## src/rtl/tdc_pkg.sv

```systemverilog
// Shared types and sizing for the delay-line TDC controller.
package tdc_pkg;

    localparam int NTDC     = 64;
    localparam int FRAC_W   = 10;
    localparam int CAL_LOG2 = 4;
    localparam int TO_MULT  = 4;

    typedef logic [NTDC-1:0] tdc_word_t;
    typedef logic [5:0]      tdc_idx_t;

    typedef enum logic [1:0] {
        IDLE,
        CAL_ACC,
        CAL_DIV,
        RUN
    } tdc_ctrl_state_e;

endpackage

```

## src/rtl/tdc_edge_find.sv

```systemverilog
// First-rise / first-fall priority encoder over a TDC tap word.
// TDC_BUBBLE_FIX_EN adds a 3-tap majority filter ahead of the search.
module tdc_edge_find
    import tdc_pkg::*;
(
    input  tdc_word_t w,
    output tdc_idx_t  r,
    output tdc_idx_t  f,
    output logic      rf,
    output logic      ff
);

    tdc_word_t fw;

    always_comb begin
        fw = w;
`ifdef TDC_BUBBLE_FIX_EN
        for (int i = 1; i < NTDC - 1; i++) begin
            fw[i] = (w[i-1] & w[i]) | (w[i] & w[i+1]) | (w[i-1] & w[i+1]);
        end
`endif
    end

    // Scan downward so the lowest matching index wins.
    always_comb begin
        r  = '0;
        f  = '0;
        rf = 1'b0;
        ff = 1'b0;
        for (int i = NTDC - 1; i >= 1; i--) begin
            if (!fw[i-1] && fw[i]) begin
                r  = tdc_idx_t'(i);
                rf = 1'b1;
            end
            if (fw[i-1] && !fw[i]) begin
                f  = tdc_idx_t'(i);
                ff = 1'b1;
            end
        end
    end

endmodule

```

## src/rtl/tdc_ctrl.sv

```systemverilog
// TDC controller: 3-stage tap pipeline, period calibration, phase output.
// Define TDC_BUBBLE_FIX_EN to enable the single-tap bubble filter.
module tdc_ctrl
    import tdc_pkg::*;
(
    input  logic              ref_clk,
    input  logic              rst_n,
    input  logic              en,
    input  logic              cal_start,
    input  logic [NTDC-1:0]   sampled_tdc,
    output logic [FRAC_W-1:0] tdc_frac,
    output logic              frac_valid,
    output logic              edge_miss,
    output logic [7:0]        period_est,
    output logic              cal_done,
    output logic              cal_fail
);

    localparam int INV_W  = FRAC_W + 7;
    localparam int DIV_N  = FRAC_W + 8;
    localparam int TO_CYC = TO_MULT << CAL_LOG2;
    localparam int TMO_W  = $clog2(TO_CYC) + 1;
    localparam int DCNT_W = $clog2(DIV_N);

    localparam logic [CAL_LOG2:0] GOOD_N   = (CAL_LOG2+1)'(1 << CAL_LOG2);
    localparam logic [TMO_W-1:0]  TMO_LAST = TMO_W'(TO_CYC - 1);
    localparam logic [DCNT_W-1:0] DIV_LAST = DCNT_W'(DIV_N - 1);

    tdc_word_t       s1_word;
    tdc_idx_t        e_r, e_f, s2_r, s2_f;
    logic            e_rf, e_ff, s2_rf, s2_ff;
    tdc_ctrl_state_e state;

    logic [13:0]       acc;
    logic [CAL_LOG2:0] good;
    logic [TMO_W-1:0]  tmo;
    logic [INV_W-1:0]  inv;
    logic [DCNT_W-1:0] div_cnt;
    logic [8:0]        rem;

    tdc_edge_find u_edge (
        .w  (s1_word),
        .r  (e_r),
        .f  (e_f),
        .rf (e_rf),
        .ff (e_ff)
    );

    logic [5:0]         diff;
    logic [13:0]        acc_nxt;
    logic [CAL_LOG2:0]  good_nxt;
    logic               sample_ok;
    logic [8:0]         rem_sh, rem_sub;
    logic               qbit;
    logic [INV_W+5:0]   prod, scaled;

    always_comb begin
        diff      = (s2_r > s2_f) ? (s2_r - s2_f) : (s2_f - s2_r);
        acc_nxt   = acc + {7'b0, diff, 1'b0};
        good_nxt  = good + 1'b1;
        sample_ok = s2_rf & s2_ff;
        // Dividend is 2^(FRAC_W+7): its only set bit enters on step 0.
        rem_sh    = (rem << 1) | {8'b0, div_cnt == '0};
        rem_sub   = rem_sh - {1'b0, period_est};
        qbit      = rem_sh >= {1'b0, period_est};
        prod      = {{INV_W{1'b0}}, s2_r} * {6'b0, inv};
        scaled    = prod >> 7;
    end

    always_ff @(posedge ref_clk or negedge rst_n) begin
        if (!rst_n) begin
            s1_word    <= '0;
            s2_r       <= '0;
            s2_f       <= '0;
            s2_rf      <= 1'b0;
            s2_ff      <= 1'b0;
            state      <= IDLE;
            acc        <= '0;
            good       <= '0;
            tmo        <= '0;
            inv        <= '0;
            div_cnt    <= '0;
            rem        <= '0;
            tdc_frac   <= '0;
            frac_valid <= 1'b0;
            edge_miss  <= 1'b0;
            period_est <= '0;
            cal_done   <= 1'b0;
            cal_fail   <= 1'b0;
        end else begin
            s1_word    <= sampled_tdc;
            s2_r       <= e_r;
            s2_f       <= e_f;
            s2_rf      <= e_rf;
            s2_ff      <= e_ff;
            frac_valid <= 1'b0;
            edge_miss  <= 1'b0;
            if (!en) begin
                state    <= IDLE;
                cal_done <= 1'b0;
            end else begin
                unique case (state)
                    IDLE: begin
                        if (cal_start) begin
                            state    <= CAL_ACC;
                            acc      <= '0;
                            good     <= '0;
                            tmo      <= '0;
                            cal_fail <= 1'b0;
                            cal_done <= 1'b0;
                        end
                    end
                    CAL_ACC: begin
                        tmo <= tmo + 1'b1;
                        if (sample_ok) begin
                            acc  <= acc_nxt;
                            good <= good_nxt;
                        end
                        if (sample_ok && good_nxt == GOOD_N) begin
                            period_est <= acc_nxt[CAL_LOG2 +: 8];
                            div_cnt    <= '0;
                            rem        <= '0;
                            state      <= CAL_DIV;
                        end else if (tmo == TMO_LAST) begin
                            cal_fail <= 1'b1;
                            state    <= IDLE;
                        end
                    end
                    CAL_DIV: begin
                        if (period_est < 8'd2) begin
                            cal_fail <= 1'b1;
                            state    <= IDLE;
                        end else begin
                            rem     <= qbit ? rem_sub : rem_sh;
                            inv     <= {inv[INV_W-2:0], qbit};
                            div_cnt <= div_cnt + 1'b1;
                            if (div_cnt == DIV_LAST) begin
                                cal_done <= 1'b1;
                                state    <= RUN;
                            end
                        end
                    end
                    RUN: begin
                        frac_valid <= 1'b1;
                        if (s2_rf) begin
                            if (|scaled[INV_W+5:FRAC_W])
                                tdc_frac <= '1;
                            else
                                tdc_frac <= scaled[FRAC_W-1:0];
                        end else begin
                            edge_miss <= 1'b1;
                        end
                        if (cal_start) begin
                            state    <= CAL_ACC;
                            acc      <= '0;
                            good     <= '0;
                            tmo      <= '0;
                            cal_fail <= 1'b0;
                            cal_done <= 1'b0;
                        end
                    end
                endcase
            end
        end
    end

endmodule

```

## config.mk

```make
export PLATFORM = sky130hd
export DESIGN_NAME = tdc_ctrl
export DESIGN_NICKNAME = d
export VERILOG_FILES = /design/src/rtl/tdc_pkg.sv /design/src/rtl/tdc_edge_find.sv /design/src/rtl/tdc_ctrl.sv
export SDC_FILE = /design/constraint.sdc
export NUM_CORES = 1
export LEC_CHECK = 0
export ABC_AREA = 1
export BUFFER_PORTS_ARGS = -buffer_cell sky130_fd_sc_hd__clkbuf_2
export CAP_MARGIN = 20
export CORE_AREA = 2 2 144 146
export CTS_BUF_LIST = sky130_fd_sc_hd__clkbuf_8
export DETAILED_ROUTE_END_ITERATION = 12
export DIE_AREA = 0 0 146 148
export PLACE_DENSITY = 0.91
export SLEW_MARGIN = 20
export SYNTH_ARGS = -nofsm -noshare
export SYNTH_HDL_FRONTEND = slang
export SYNTH_HIERARCHICAL = 1
export SYNTH_SLANG_ARGS = --single-unit
export TNS_END_PERCENT = 20
```

## constraint.sdc

```tcl
create_clock -name ref_clk -period 5.07 [get_ports ref_clk]
set_input_delay 0 -clock ref_clk [delete_from_list [all_inputs] [get_ports ref_clk]]
set_output_delay 0 -clock ref_clk [all_outputs]
set_load 0.02 [all_outputs]
```

==> metrics <==
cell at the root of the clock tree=clkbuf_8; initial standard-cell utilization of the core=between 60% and 70%; WP buf/inv=3; GRT busiest layer=met2; slew of the pin with the lowest slew margin=0.869 ns; clock skew after layout=0.0197 ns; clock insertion delay at the later pin of the skew report=0.48 ns; largest buffer count on any clock path=2; leading cell type by number of instances after synthesis=nand2_1; Crit path max-delay family=adder cells; die area=21600 µm²; cell seen most often among critical-path stages=nand2_1; outcome=complete, no violations; met3 usage in global routing=approximately 4.4%; number of antenna violations at the first check in global routing=0; final weighted congestion of routability-driven global placement=approximately 0.9; floorplan row count=52; Synth warnings=6; endpoint with the worst hold slack=tmo[3]; Die Width=146 µm; Highest Clock Rate=0.222 GHz; cell area reported after detailed placement=13300 µm²; clock transition at the registers of the reported paths=approximately 0.090 ns; clock tree from TritonCTS=yes; mean area per synthesized cell=roughly 6.9 µm²; average vias per placed instance=~5.1; wire length of the first global-routing pass=~50000 µm; critical path endpoint category=flop; maximum number of pins on one net before global-route repair=96; overall routed net length=approximately 30000 µm; final worst setup slack=0.556 ns; async set-reset flop share out of synthesis=100%; data arrival time of the worst path=between 4 and 5 ns; Initial DRC Count=just under 900; global-route met2 utilization=about half; met1 Track Usage GR=about a third; Final Hold Slack=approximately 0.13 ns; count of cell types in the netlist=roughly 50; via count of the first global-routing pass=11302; dpl ws=a little under 0.6 ns; via count=~12000; instance count along the most critical hold path=7; Reg2Reg Setup Slack=about 0.56 ns; count of flip-flops with a built-in enable after synthesis=0; clock period minus final worst setup slack=approximately 4.5 ns; Tightest Hold Check Type=in -> reg; Critical Path Slowest Stage Cell=dfrtp_1; worst hold path startpoint=cal_start; delay of the slowest cell on the worst path=between 0.8 and 0.9 ns; most frequent cells after synthesis=524 x nand2_1, 479 x inv_1, 178 x nor2_1, 155 x dfrtp_1, 64 x fa_1; R2R depth=19; Layout fillers=1528; CTS buffer count=17; ordered cell list for the critical path=nand2_1 -> inv_1 -> fa_1 -> fa_1 -> inv_1 -> fa_1 -> inv_1 -> ha_1 -> nand2_1 -> nor2_1 -> nand2_1 -> nor2_1 -> nand2_1 -> nand4_1 -> nand2_1 -> nor2_2 -> nand3_4 -> nor2_8 -> a21oi_2; required time at the endpoint of the critical path=5.42 ns; CTS H-tree lvls=4; total setup buffers inserted after CTS=0; Period Utilization, post-route=about nine tenths; DRC viols=0; clk sinks=between 150 and 200; number of hold violations in the final report=0; fraction of final layout cells with drive strength greater than 1=a little under 9%; final routed wire length divided by cell count=around 13 µm; Syn Std Cell Area=around 13000 µm²; endpoint of the lowest-slack register-to-register path=tdc_frac[3]; Slew headroom=between 40% and 50%; Slew Viols, Final=0; proportion of netlist area held by the largest area contributor=30.7%; max-cap violation count=0; Initial DRT Pass Iterations=6; reported leakage power=just under 9 nW; layout overhead on the synthesized area=13.6%; die height=~150 µm; area of the core region=roughly 20000 µm²; crit-path max FO=19; setup repair after global routing missed its margin=false; cell taking the most area after synthesis=dfrtp_1; synthesized netlist cell count=around 1800; final setup vio count=0; final cell utilization of the core=approximately 70%; critical setup path kind=reg -> reg; peak supply drop=between 0.15 and 0.2 mV; DP HPWL=21100 µm; number of antenna repair diodes=0; sequential area share after synthesis=between 30% and 40%; overall overflow remaining after global route=0; number of buffers added on ports=89; power density cells=about 250 nW/µm²; Syn Nets=a little over 2000; total of flip-flops plus latches after synthesis=155; Primary FF master, synth=dfrtp_1; DRT antenna net count=0; crit start category=flop; Overall Global Routing Usage=roughly 28%; post-layout instance area=between 10000 and 15000 µm²; biggest area contributors in the synthesized netlist=dfrtp_1 31%, nand2_1 16%, inv_1 14%, fa_1 10%, ha_1 6.1%; Reg2Reg Launch Point=s2_r[4]; I/O pin count=90; final setup TNS=0 ns; net count reported at finish=2168
layer usage:
metal  part of all wire (%)  up-vias  routed length (µm)
met4                    1.5        0                 435
met3                    5.4       44                1600
met1                     42     5350               12500
met2                     51      409               15100
met5                      0        -                   0
li1                       -     5716                   -
worst register-to-register path, cell delays in order, from the launching register on:
cell	delay, ns
dfrtp_1	0.82
nand2_1	0.11
inv_1	0.11
fa_1	0.46
fa_1	0.56
inv_1	0.06
fa_1	0.53
inv_1	0.05
ha_1	0.35
nand2_1	0.15
nor2_1	0.21
nand2_1	0.09
nor2_1	0.12
nand2_1	0.08
nand4_1	0.09
nand2_1	0.07
nor2_2	0.12
nand3_4	0.10
nor2_8	0.23
a21oi_2	0.08
cell families (layout without fill, tap and decap cells):
kind of cell    Yosys count  after routing  synth area share (%)
flops                   155            155                  30.7
buf+inv                 522            675                  15.6
mux                       3              3                 0.247
simple gates            835            835                  27.3
fa+ha+maj               126            126                  16.3
xor+xnor                 32             32                  2.22
compound gates          160            160                  7.67
power breakdown:
part           switching, mW  internal [mW]  leakage (nW)
Combinational          0.684          0.422          6.63
Clock                  0.491          0.466         0.201
Sequential             0.131           1.36          1.89
state kept, by name, indices dropped and copies added, names as in the netlist:
signal      cells
s1_word        64
cal_done        1
period_est      8
acc            11
s2_ff           1
rem             8
s2_rf           1
s2_f            6
inv            17
frac_valid      1
cal_fail        1
s2_r            6
div_cnt         5
good            5
state           2
tmo             7
edge_miss       1
tdc_frac       10
layout by cell type, fill, tap and decap left out, types with 7 or more instances in the layout:
cell | netlist | routed
nand2_1 | 524 | 524
inv_1 | 479 | 479
nor2_1 | 178 | 178
dfrtp_1 | 155 | 155
clkbuf_2 | 3 | 88
dlygate4sd3_1 | 0 | 66
fa_1 | 64 | 64
ha_1 | 62 | 62
o21ai_0 | 47 | 47
a21oi_1 | 46 | 46
nand3_1 | 40 | 40
nor3_1 | 33 | 33
xor2_1 | 22 | 22
clkbuf_8 | 0 | 19
a21oi_2 | 12 | 12
nand2_2 | 11 | 11
nand4_1 | 11 | 11
nor4_1 | 11 | 11
xnor2_1 | 10 | 10
nand3b_1 | 9 | 9
o211ai_1 | 8 | 8
inv_2 | 8 | 8
o22ai_1 | 8 | 8
a31oi_1 | 7 | 7
worst max-delay path by stage:
stage / start / endpoint / slack [ns] / cells past startpoint
after global routing: s2_r[3] / period_est[7] / 0.08 / 21
after floorplan: s2_r[4] / tdc_frac[0] / 0.90 / 24
after global placement: s2_r[4] / tdc_frac[3] / 0.77 / 19
after CTS: s2_r[4] / tdc_frac[5] / 0.56 / 19
final: s2_r[4] / tdc_frac[3] / 0.56 / 19
after detailed placement: s2_r[4] / tdc_frac[5] / 0.60 / 19
layout make-up:
type	count	area, µm²	share of cell area (%)
flip-flops and latches	155	3880	27.0
repair buffers	157	1130	7.85
clock inverters	12	136	0.950
well taps	270	338	2.35
inverters	487	1830	12.7
multi-input cells	1156	6780	47.3
clock buffers	19	262	1.82
stage by stage:
step           power (mW)  instances
6_report             3.56       2256
5_1_grt              3.79       2256
4_1_cts              3.53       2256
3_5_place_dp         2.55       2159
3_3_place_gp         2.49       2158
2_1_floorplan        2.27       1833
what timing repair did:
action | CTS | global route
hold endpoints to repair | 161 | 0
hold buffers | 66 | 0
setup endpoints to repair | 0 | 0
gates resized for setup | 0 | 0
Power figures use the tool's default switching activity.
